[config.mk]
export PLATFORM = sky130hd
export DESIGN_NAME = pipe_stage_buf
export DESIGN_NICKNAME = d
export VERILOG_FILES = /design/src/rtl/pipe_pkg.sv /design/src/rtl/pipe_slot.sv /design/src/rtl/pipe_stage_buf.sv
export SDC_FILE = /design/constraint.sdc
export NUM_CORES = 1
export LEC_CHECK = 0
export ABC_AREA = 1
export CORE_MARGIN = 2
export CORE_UTILIZATION = 53
export CTS_CLUSTER_SIZE = 24
export DETAILED_ROUTE_END_ITERATION = 10
export DONT_BUFFER_PORTS = 1
export GPL_TIMING_DRIVEN = 0
export HOLD_SLACK_MARGIN = 0.12
export PLACE_DENSITY_LB_ADDON = 0.25
export SYNTH_ARGS = -nofsm -noshare
export SYNTH_HDL_FRONTEND = slang
export SYNTH_SLANG_ARGS = --single-unit
[constraint.sdc]
create_clock -name clk -period 3.4 [get_ports clk]
set_clock_uncertainty 0.05 [all_clocks]
set_input_delay 0.68 -clock clk [delete_from_list [all_inputs] [get_ports clk]]
set_output_delay 0.68 -clock clk [all_outputs]
set_load 0.03 [all_outputs]
[src/rtl/pipe_pkg.sv]
// Shared constants for the inter-stage pipeline buffer: state encoding,
// occupancy width and default bundle widths per stage boundary.
package pipe_pkg;

  localparam logic [1:0] ST_EMPTY = 2'd0;
  localparam logic [1:0] ST_ONE   = 2'd1;
  localparam logic [1:0] ST_FULL  = 2'd2;

  localparam int OCC_W = 2;

  localparam int FD_CTRL_W = 8;
  localparam int FD_DATA_W = 64;
  localparam int DE_CTRL_W = 8;
  localparam int DE_DATA_W = 160;
  localparam int EM_CTRL_W = 8;
  localparam int EM_DATA_W = 160;
  localparam int MW_CTRL_W = 8;
  localparam int MW_DATA_W = 96;

  function automatic logic [OCC_W-1:0] occ_of(input logic [1:0] st);
    case (st)
      ST_FULL: return 2'd2;
      ST_ONE:  return 2'd1;
      default: return 2'd0;
    endcase
  endfunction

endpackage

[src/rtl/pipe_slot.sv]
// One buffer slot: valid bit plus control and data registers.
// Clear wins over load; data survives a clear unless CLR_DATA is set.
module pipe_slot
  import pipe_pkg::*;
#(
  parameter int CTRL_W   = EM_CTRL_W,
  parameter int DATA_W   = EM_DATA_W,
  parameter int CLR_DATA = 0
) (
  input  logic              clk,
  input  logic              reset,
  input  logic              clear,
  input  logic              load,
  input  logic              unload,
  input  logic [CTRL_W-1:0] in_ctrl,
  input  logic [DATA_W-1:0] in_data,
  output logic              valid,
  output logic [CTRL_W-1:0] ctrl,
  output logic [DATA_W-1:0] data
);

  always_ff @(posedge clk) begin
    if (reset) begin
      valid <= 1'b0;
      ctrl  <= '0;
      data  <= '0;
    end else if (clear) begin
      valid <= 1'b0;
      ctrl  <= '0;
      if (CLR_DATA != 0) data <= '0;
    end else if (load) begin
      valid <= 1'b1;
      ctrl  <= in_ctrl;
      data  <= in_data;
    end else if (unload) begin
      valid <= 1'b0;
    end
  end

endmodule

[src/rtl/pipe_stage_buf.sv]
// Inter-stage pipeline buffer with valid/ready handshake, optional skid slot,
// flush-to-bubble and a saturating stall-cycle counter.
module pipe_stage_buf
  import pipe_pkg::*;
#(
  parameter int CTRL_W   = EM_CTRL_W,
  parameter int DATA_W   = EM_DATA_W,
  parameter int SKID     = 1,
  parameter int CLR_DATA = 0,
  parameter int PERF_W   = 16
) (
  input  logic              clk,
  input  logic              reset,
  input  logic              flush,
  input  logic              in_valid,
  output logic              in_ready,
  input  logic [CTRL_W-1:0] in_ctrl,
  input  logic [DATA_W-1:0] in_data,
  output logic              out_valid,
  input  logic              out_ready,
  output logic [CTRL_W-1:0] out_ctrl,
  output logic [DATA_W-1:0] out_data,
  output logic [OCC_W-1:0]  occupancy,
  output logic [PERF_W-1:0] stall_cnt
);

  logic              m_valid, s_valid;
  logic [CTRL_W-1:0] m_ctrl, m_in_ctrl;
  logic [DATA_W-1:0] m_data, m_in_data;
  logic              m_load, m_unload;
  logic [1:0]        st;
  logic              in_fire, out_fire;

  assign in_fire  = in_valid & in_ready;
  assign out_fire = m_valid & out_ready;
  assign st       = s_valid ? ST_FULL : (m_valid ? ST_ONE : ST_EMPTY);

  pipe_slot #(.CTRL_W(CTRL_W), .DATA_W(DATA_W), .CLR_DATA(CLR_DATA)) m_slot (
    .clk     (clk),
    .reset   (reset),
    .clear   (flush),
    .load    (m_load),
    .unload  (m_unload),
    .in_ctrl (m_in_ctrl),
    .in_data (m_in_data),
    .valid   (m_valid),
    .ctrl    (m_ctrl),
    .data    (m_data)
  );

  generate
    if (SKID != 0) begin : g_skid
      logic              s_load, s_unload, m_sel_s, in_ready_reg;
      logic [CTRL_W-1:0] s_ctrl;
      logic [DATA_W-1:0] s_data;

      pipe_slot #(.CTRL_W(CTRL_W), .DATA_W(DATA_W), .CLR_DATA(CLR_DATA)) s_slot (
        .clk     (clk),
        .reset   (reset),
        .clear   (flush),
        .load    (s_load),
        .unload  (s_unload),
        .in_ctrl (in_ctrl),
        .in_data (in_data),
        .valid   (s_valid),
        .ctrl    (s_ctrl),
        .data    (s_data)
      );

      always_comb begin
        m_load   = 1'b0;
        m_unload = 1'b0;
        m_sel_s  = 1'b0;
        s_load   = 1'b0;
        s_unload = 1'b0;
        case (st)
          ST_EMPTY: m_load = in_fire;
          ST_ONE: begin
            if (in_fire && out_fire) m_load = 1'b1;
            else if (in_fire)        s_load = 1'b1;
            else if (out_fire)       m_unload = 1'b1;
          end
          ST_FULL: begin
            if (out_fire) begin
              m_load   = 1'b1;
              m_sel_s  = 1'b1;
              s_unload = 1'b1;
            end
          end
          default: ;
        endcase
      end

      assign m_in_ctrl = m_sel_s ? s_ctrl : in_ctrl;
      assign m_in_data = m_sel_s ? s_data : in_data;

      // Registered copy of !s_valid so in_ready has no path from out_ready.
      always_ff @(posedge clk) begin
        if (reset || flush) begin
          in_ready_reg <= 1'b1;
        end else if (st == ST_ONE && in_fire && !out_fire) begin
          in_ready_reg <= 1'b0;
        end else if (st == ST_FULL && out_fire) begin
          in_ready_reg <= 1'b1;
        end
      end

      assign in_ready = in_ready_reg;
    end else begin : g_noskid
      assign s_valid   = 1'b0;
      assign in_ready  = !m_valid | out_ready;
      assign m_load    = in_fire;
      assign m_unload  = out_fire & !in_fire;
      assign m_in_ctrl = in_ctrl;
      assign m_in_data = in_data;
    end
  endgenerate

  assign out_valid = m_valid;
  assign out_ctrl  = m_valid ? m_ctrl : '0;
  assign out_data  = m_data;
  assign occupancy = occ_of(st);

  always_ff @(posedge clk) begin
    if (reset) begin
      stall_cnt <= '0;
    end else if (m_valid && !out_ready && (stall_cnt != {PERF_W{1'b1}})) begin
      stall_cnt <= stall_cnt + 1'b1;
    end
  end

endmodule

==> results of run 1 <==
path summary, 6_finish.rpt:
check	start	to	slack (ns)	cells past startpoint
setup reg to reg	m_slot.valid	m_slot.data[47]	0.79	8
setup / recovery	m_slot.valid	m_slot.data[47]	0.79	8
hold / removal	in_ctrl[7]	m_slot.ctrl[7]	0.27	2
hold reg to reg	g_skid.s_slot.data[98]	g_skid.s_slot.data[98]	0.39	2
cells in the mapped netlist:
| library cell | count |
|---|---|
| nor2_1 | 49 |
| o211a_1 | 2 |
| inv_2 | 4 |
| nand4_1 | 5 |
| nand3b_1 | 1 |
| ha_1 | 1 |
| nand3_1 | 20 |
| xnor2_1 | 2 |
| nor2_8 | 1 |
| a211oi_1 | 1 |
| o21ai_1 | 44 |
| nand2_1 | 554 |
| o21ai_2 | 1 |
| xor2_1 | 4 |
| buf_2 | 47 |
| clkbuf_1 | 78 |
| inv_1 | 183 |
| nand2_2 | 2 |
| buf_6 | 22 |
| dfxtp_1 | 355 |
| buf_4 | 2 |
| o21ai_0 | 286 |
| nor2_2 | 1 |
| nand2_4 | 2 |
| inv_6 | 1 |
| a21oi_1 | 345 |
cell families after synthesis:
group                    count (synthesis)  share of synthesized area
buffers and inverters                  337                      0.103
adder cells (fa/ha/maj)                  1                   0.000860
XOR/XNOR                                 6                    0.00361
flip-flops                             355                      0.488
AO/OA/AOI/OAI                          679                      0.235
AND/OR/NAND/NOR                        635                      0.169
critical path: stages (launching register included):
cell and delay [ns]:
dfxtp_1 0.43, nand2_1 0.14, inv_2 0.10, nand2_2 0.21, clkbuf_1 0.72, clkbuf_1 0.43
o21ai_0 0.20, nand2_1 0.13, a21oi_1 0.07
layout make-up:
cell class                      instances  area [sq um]
Antenna cell                            1          2.50
Clock buffer                           60          1210
Sequential cell                       355          7110
Multi-Input combinational cell       1321          5940
Tap cell                              341           427
Clock inverter                          7           114
Inverter                              188           711
Buffer                                149           791
Fill cell                            2483         10600
stage by stage:
step	power [uW]	setup slack (ns)	area, sq um	hold slack, ns
after floorplan	5010	1.43	14600	0.375
after global placement	5140	0.573	15000	0.383
after detailed placement	5150	0.527	15000	0.387
after CTS	9420	0.801	16300	0.253
after global routing	9690	0.682	16300	0.274
final	9360	0.791	16300	0.269
where the power goes:
group	switching [uW]	internal, uW	total (uW)
logic	339	184	524
clock network	1630	2660	4290
registers	262	4280	4550
routing by layer:
layer	routed length (um)	global-route usage
met5	0	0
met4	2030	0.127
met3	4460	0.0996
met2	18600	0.451
met1	16200	0.327
==> impl_results.md, run 1 <==
- Number of vias after detailed routing: 13300
- Actual transition at the worst max-transition pin: 1.09 ns
- Cell type contributing the most total cell area after synthesis: dfxtp_1
- Number of port buffers: 0
- Drt first-iter violations: 930
- Average wire length per cell after detail routing: 17.0 um
- Arrival time worst endpoint: 2.94 ns
- Die Area: 28800 sq um
- Post-Synthesis Net Count: 2187
- Number of buffers between clock root and the deepest sink: 3
- Sequential share of the synthesized area: 0.488
- Clock tree from TritonCTS: done
- Total negative slack for setup checks: 0 ns
- Post-Syn Instances: 2013
- Ratio of routed vias to standard cells: 5.51
- Status: complete, no violations
- Post-Route WL: 41.2 mm
- Peak supply drop: 0.000464 V
- Top library cells by usage in the layout, fill and taps aside: 554 x nand2_1, 355 x dfxtp_1, 345 x a21oi_1
- Share of post-route cells with drive strength above 1: 0.0683
- Final core utilization: 0.605
- Capturing element type of the critical path: register
- Crit Path Class: reg2reg
- Post-synthesis to final-layout area growth: 12.0%
- Cell variety after synth: 26
- Overall track demand over capacity in global routing: 0.277
- HPWL Detailed: 29.6 mm
- Critical path required time: 3.74 ns
- Most common cell after layout, fill and taps aside: nand2_1
- Net count, final: 2227
- Die width: 170 um
- Initial antenna violation count: 0
- DRT antenna net count: 0
- Share of the synthesized area in the top cell type: 0.488
- Period minus WS final: 2.61 ns
- Maximum fanout count along the critical path: 10
- Tightest Hold Check Type: in2reg
- CTS buffer count: 38
- Placer's final routability congestion estimate: 0.871
- Setup repair after global routing missed its margin: false
- Post-route fraction of the period consumed by the critical path: 0.767
- Worst setup SP type: register
- Worst-skew pair later-pin latency: 0.51 ns
- Largest registers: g_skid.s_slot.data x160, m_slot.data x160, stall_cnt x16
- Number of sinks driven by the clock tree: 355
- Area of the mapped netlist: 14600 sq um
- Final-report hold violation count: 0
- Starting Density: 0.540
- First-pass GRT wire length: 64.4 mm
- Leak: 0.00620 uW
- Number of max-slew violations in the final report: 0
- Core area: 27000 sq um
- Reg clk slew, reported paths: 0.06 ns
- Pwr per Cell Area: 574 nW/um^2
- Number of placed I/O pins: 361
- Flip-flop and latch count after synthesis: 355
- Global route total overflow: 0
- CTS-repair resized insts: 0
- Normalized max-slew margin: 0.277
- Number of non-filler instances in the completed layout: 2422
- Final Setup Violations: 0
- FP Rows: 60
- Number of buffers inserted to repair setup after CTS: 0
- Clk Tree Root Cell: clkbuf_16
- Cell types occupying the most area after synthesis: dfxtp_1 49%, nand2_1 14%, a21oi_1 12%, o21ai_0 9.8%, inv_1 4.7%
- # DRC: 0
- CTS H-Tree Depth: 2
- Upper clock frequency limit: 0.383 GHz
- Largest net degree at the start of global routing: 14
- Synthesized area per cell: 7.23 sq um
- Placed cell count: 2354
- Max-cap violations: 0
- Chip Height: 170 um
- Count of synthesis-stage warnings from yosys: 0
- Number of global-route vias before repair: 12600
- Hold buffer count at cts: 0
- Number of search-and-repair iterations in the first detailed-routing pass: 5
Power figures use the tool's default switching activity.
==> run 2, diff against run 1 <==
Clock period 3.4 ns to 2.6 ns, I/O delays scaled along.
==> run 2 against run 1 <==
Effect of this change:
- non-clock buffer count increased by 7
- largest power group unchanged
- power rose by 31%
- final cell count up 0.29%
- largest cell class unchanged
- sequential power up 31%
- via count up 0.56%
- die area is the same
- clock power up 31%
- critical endpoint is now occupancy[0]
- design area grew 0.44%
- first-iteration DRC count up 2.4%
- register-to-register slack got worse by 0.58 ns
- critical path depth shrank 5
==> impl_results.md, run 2 (synthesis gave the netlist of run 1 again) <==
- Hold slack: 0.133 ns
- Worst setup path start: m_slot.valid
- Actual transition at the worst max-transition pin: 1.13 ns
- FP Rows: 60
- Clock tree from TritonCTS: done
- Placer's final routability congestion estimate: 0.871
- Upper clock frequency limit: 0.414 GHz
- Number of sinks driven by the clock tree: 355
- R2R depth: 8
- Arrival time worst endpoint: 1.84 ns
- Setup slack of the most critical reg-to-reg path: 0.21 ns
- Period minus WS final: 2.41 ns
- Post-synthesis to final-layout area growth: 12.5%
- Most common cell after layout, fill and taps aside: nand2_1
- Placed cell count: 2354
- Maximum fanout count along the critical path: 10
- Final-report hold violation count: 0
- Global route total overflow: 0
- Post-Route WL: 41.5 mm
- Number of global-route vias before repair: 12600
- Post-route fraction of the period consumed by the critical path: 0.928
- Tightest Hold Check Type: in2reg
- Top library cells by usage in the layout, fill and taps aside: 554 x nand2_1, 355 x dfxtp_1, 345 x a21oi_1
- CTS H-Tree Depth: 2
- Placed instance area: 15000 sq um
- DRT antenna net count: 0
- # DRC: 0
- Chip Height: 170 um
- Number of buffers inserted to repair setup after CTS: 0
- Largest net degree at the start of global routing: 14
- Number of buffers between clock root and the deepest sink: 3
- Crit Path Class: reg2out
- Number of vias after detailed routing: 13400
- Capturing element type of the critical path: output port
- Pwr per Cell Area: 748 nW/um^2
- Average wire length per cell after detail routing: 17.1 um
- Endpoint of the worst setup timing path: occupancy[0]
- Number of non-filler instances in the completed layout: 2429
- Core area: 27000 sq um
- Die width: 170 um
- Max-cap violations: 0
- Reg clk slew, reported paths: 0.06 ns
- Status: complete, no violations
- Share of post-route cells with drive strength above 1: 0.0685
- Worst setup SP type: register
- Starting Density: 0.540
- Clk Tree Root Cell: clkbuf_16
- Die Area: 28800 sq um
- Peak supply drop: 0.000610 V
- Critical path required time: 2.03 ns
- Reg2Reg Capture Point: m_slot.data[47]
- Normalized max-slew margin: 0.247
- Number of max-slew violations in the final report: 0
- Largest registers: g_skid.s_slot.data x160, m_slot.data x160, stall_cnt x16
- CTS buffer count: 38
- Number of search-and-repair iterations in the first detailed-routing pass: 7
- Number of port buffers: 0
- Final Setup Violations: 0
- HPWL Detailed: 29.6 mm
- Beginning of the worst register-to-register path: m_slot.valid
- Initial antenna violation count: 0
- Final design area excluding fillers: 16400 sq um
- Net count, final: 2234
- First-pass GRT wire length: 64.8 mm
- Overall track demand over capacity in global routing: 0.279
- Leak: 0.00623 uW
- Ratio of routed vias to standard cells: 5.53
- Worst-skew pair later-pin latency: 0.51 ns
- Number of placed I/O pins: 361
- Total negative slack for setup checks: 0 ns
- Setup repair after global routing missed its margin: false
- Drt first-iter violations: 952
-- run 2: cell types whose count changed in the layout (fill, tap and decap cells not counted), sizes merged --
cell         previous run  this run
dlygate4sd3             0         7
-- run 2: how the worst min path moves through the flow --
stage,from,endpoint,slack [ns],depth (start not counted)
finish,in_data[33],g_skid.s_slot.data[33],0.13,2
global route,in_data[29],g_skid.s_slot.data[29],0.13,2
CTS,in_data[41],g_skid.s_slot.data[41],0.12,2
detailed placement,g_skid.s_slot.data[100],g_skid.s_slot.data[100],0.39,2
global placement,g_skid.s_slot.data[147],g_skid.s_slot.data[147],0.38,2
floorplan,g_skid.s_slot.data[0],g_skid.s_slot.data[0],0.37,2
-- run 2: what timing repair did --
action | 4_1_cts | 5_1_grt
hold endpoints to repair | 7 | 0
resized for setup | 0 | 3
hold buffers | 7 | 0
endpoints found under the setup margin | 0 | 77
-- run 2: per-stage QoR --
stage / utilization / setup slack (ns) / total power [uW]
floorplan: - / 0.774 / 6550
global placement: 0.556 / -0.0668 / 6720
detailed placement: 0.556 / -0.113 / 6740
CTS: 0.607 / 0.00988 / 12300
global route: 0.607 / 0.0923 / 12700
finish: 0.608 / 0.186 / 12300
-- run 2: routing by layer --
metal	global-route usage	share of wire	vias to the layer above
li1	-	-	6618
met5	0	0	-
met2	0.454	0.45	524
met1	0.330	0.39	6164
met4	0.127	0.047	0
met3	0.0989	0.11	118
-- run 2: layout make-up --
cell class	instances	area, sq um
Antenna cell	1	2.50
Buffer	149	792
Clock buffer	60	1210
Clock inverter	7	114
Fill cell	2478	10600
Inverter	188	711
Multi-Input combinational cell	1321	5940
Sequential cell	355	7110
Tap cell	341	427
Timing Repair Buffer	7	70.1
-- run 2: worst max-delay path, stage by stage (launching register included) --
cell and delay [ns]:
dfxtp_1 0.56, buf_4 0.27, inv_1 0.05, nor2_1 0.45
-- run 2: power by group --
group | leakage (uW) | switching [uW] | internal, uW
registers | 0.00288 | 344 | 5600
clock network | 0.000652 | 2140 | 3480
logic | 0.00269 | 447 | 248
total | 0.00623 | 2930 | 9330
==> patch, RTL diff (flow settings as in run 1) <==
The package constant `EM_DATA_W` goes from 160 to 164.
--- a/src/rtl/pipe_pkg.sv
+++ b/src/rtl/pipe_pkg.sv
@@ -13,7 +13,7 @@
   localparam int DE_CTRL_W = 8;
   localparam int DE_DATA_W = 160;
   localparam int EM_CTRL_W = 8;
-  localparam int EM_DATA_W = 160;
+  localparam int EM_DATA_W = 164;
   localparam int MW_CTRL_W = 8;
   localparam int MW_DATA_W = 96;
 
Ports: changed (resized in_data and out_data); port bits go from 361 to 369. No check against the original RTL was run, so the function may have changed too.
==> patch against run 1 <==
Area after synthesis grew 1.2%. Routed wire length grew 2.8%. Maximum frequency shrank 7.1%. Design area grew 0.34%. Total power shrank 2.6%. Synthesized cell count grew 2.2%. Sequential share of layout area grew 0.83 points. Global-route usage is essentially flat. Non-clock buffer count grew 4. Clock power shrank 8.6%. Combinational power grew 1%. Sequential cell count grew 8. Setup slack lost 200 ps.
==> patch: results (changes against run 1) <==
* complete, no violations — status
* 7270 µm² — sequential cell area, +2.3%
* 4910 µm — met3 wire length, +9.9%
* 0 — Post-CTS Setup Bufs, unchanged
* 0.277 — Total GRT Usage, about the same
* 2,435 — instance count after placement with tap cells included, +3.4%
* occupancy[0] — destination of the critical timing path
* 827 ps — DP Worst Slack, +300 ps
* 0.493 — fraction of the yosys area taken by sequential cells, +0.00507
* m_slot.data[72]$_SDFFE_PP0P_ — reg-to-reg critical path endpoint
* sky130_fd_sc_hd__nand2_1, sky130_fd_sc_hd__dfxtp_1, sky130_fd_sc_hd__a21oi_1 — list of most frequent post-synthesis cells
* 14,700 µm² — post-synth design cell area, +1.2%
* 0.250 — switching share of power, +0.0111
* 16,400 µm² — Finished Cell Area, +0.34%
* sky130_fd_sc_hd__dfxtp_1, sky130_fd_sc_hd__nand2_1, sky130_fd_sc_hd__a21oi_1 — largest cells by area after synthesis
* 0 — number of antenna diodes, -1
* 640 ps — largest incremental delay on the critical path, -80 ps
* 6.13 nW — leakage power, -1.0%
* 0.368 — share of the final layout cell area in multi-input gates, +0.00382
* 16,500 µm — M1 wire length, +1.9%
* 12,400 — number of global-route vias before repair, -1.4%
* 0.320 — met1 GRT Util, -0.00730
* 0.058 — logic gate share of total power, +0.002
* 64,700 µm — global-route wire length before repair, +0.44%
* g_skid.s_slot.data x164, m_slot.data x164, stall_cnt x16 — largest registers
* 2,275 — net count reported at finish, +2.2%
* 153 — total of plain and repair buffers excluding clock buffers, +2.7%
* 363 — total number of sequential cells, +2.3%
* 6.84 mW — P_int, -4.0%
* 2,500 — Final Instance Count excl. Fillers, +3.2%
* 42,400 µm — aggregate routed wire length, +2.8%
* 0.0422 — Data buffer area share, -0.00628
* 6 — number of cells on the worst reg-to-reg path, -2
* 890 ps — slack of the worst reg-to-reg path, +100 ps
* 0.0561 — layout cell share with drive strength beyond 1, -0.0122
* 55 — count of clock-net buffers in the final layout, -8.3%
* 198 — inverter count, +5.3%
* 2080 ps — Worst Path Arrival, -860 ps
* sky130_fd_sc_hd__dfxtp_1 — highest-delay cell along the critical path
* 0.000369 V — Peak VDD IR, -20%
* 30,700 µm — post-detail-place hpwl, +3.7%
* 3 — CTS Buffer Depth, unchanged
* flip-flops — CP top delay family
* 2,601 — number of filler instances in the final layout, +4.8%
* 356 MHz — Max Clock Freq, -7.1%
* 1,004 — number of DRC markers after the initial detailed-route iteration, +8.0%
* 0.459 — met2 layer usage reported by global route, +0.00779
* 0.0708 — Final clock-cell share, -0.0103
* 0.116 — met3 Usage GRT, +0.0165
* 0.512 — sequential share of power, +0.027
* 0 — post-CTS sizing, unchanged
* 903 ps — Tightest Pin Transition, -182 ps
* 23 — Yosys cell types, -12%
* 7.16 µm² — mean post-synth cell area, -0.96%
* 0.884 — weighted congestion reported at the end of routability-driven placement, +1.5%
* 5.44 — Via-to-Cell Ratio, -1.2%
* 19,500 µm — met2 routed WL, +5.0%
patch: cell types whose count changed after synthesis, moves of 3 or more:
cell,delta
sky130_fd_sc_hd__nand4_1,+3
sky130_fd_sc_hd__nand2_1,+20
sky130_fd_sc_hd__dfxtp_1,+8
sky130_fd_sc_hd__clkbuf_1,+18
sky130_fd_sc_hd__o21ai_1,-15
sky130_fd_sc_hd__nor2_1,-16
sky130_fd_sc_hd__nand3_1,-9
sky130_fd_sc_hd__inv_1,+11
sky130_fd_sc_hd__a21oi_1,+12
sky130_fd_sc_hd__buf_2,-8
sky130_fd_sc_hd__buf_6,-22
sky130_fd_sc_hd__buf_4,+16
sky130_fd_sc_hd__o21ai_0,+31
patch: how the worst min path moves through the flow:
stage | startpoint | end | slack [ps]
3_5_place_dp | g_skid.s_slot.data[122]$_SDFFE_PP0P_ | g_skid.s_slot.data[122]$_SDFFE_PP0P_ | 390
6_report | in_ctrl[6] | g_skid.s_slot.ctrl[6]$_SDFFE_PP0P_ | 260
3_3_place_gp | g_skid.s_slot.data[94]$_SDFFE_PP0P_ | g_skid.s_slot.data[94]$_SDFFE_PP0P_ | 380
4_1_cts | in_ctrl[6] | g_skid.s_slot.ctrl[6]$_SDFFE_PP0P_ | 230
2_1_floorplan | g_skid.s_slot.ctrl[7]$_SDFFE_PP0P_ | g_skid.s_slot.ctrl[7]$_SDFFE_PP0P_ | 370
5_1_grt | in_ctrl[2] | g_skid.s_slot.ctrl[2]$_SDFFE_PP0P_ | 240
patch: logic make-up after synthesis:
kind of cell | synth area share
buffers and inverters | 0.0974
AOI/OAI and AO/OA | 0.240
xor gates and xnor gates | 0.00357
and+or+nand+nor | 0.165
adders and majority gates | 0.000849
DFF | 0.493
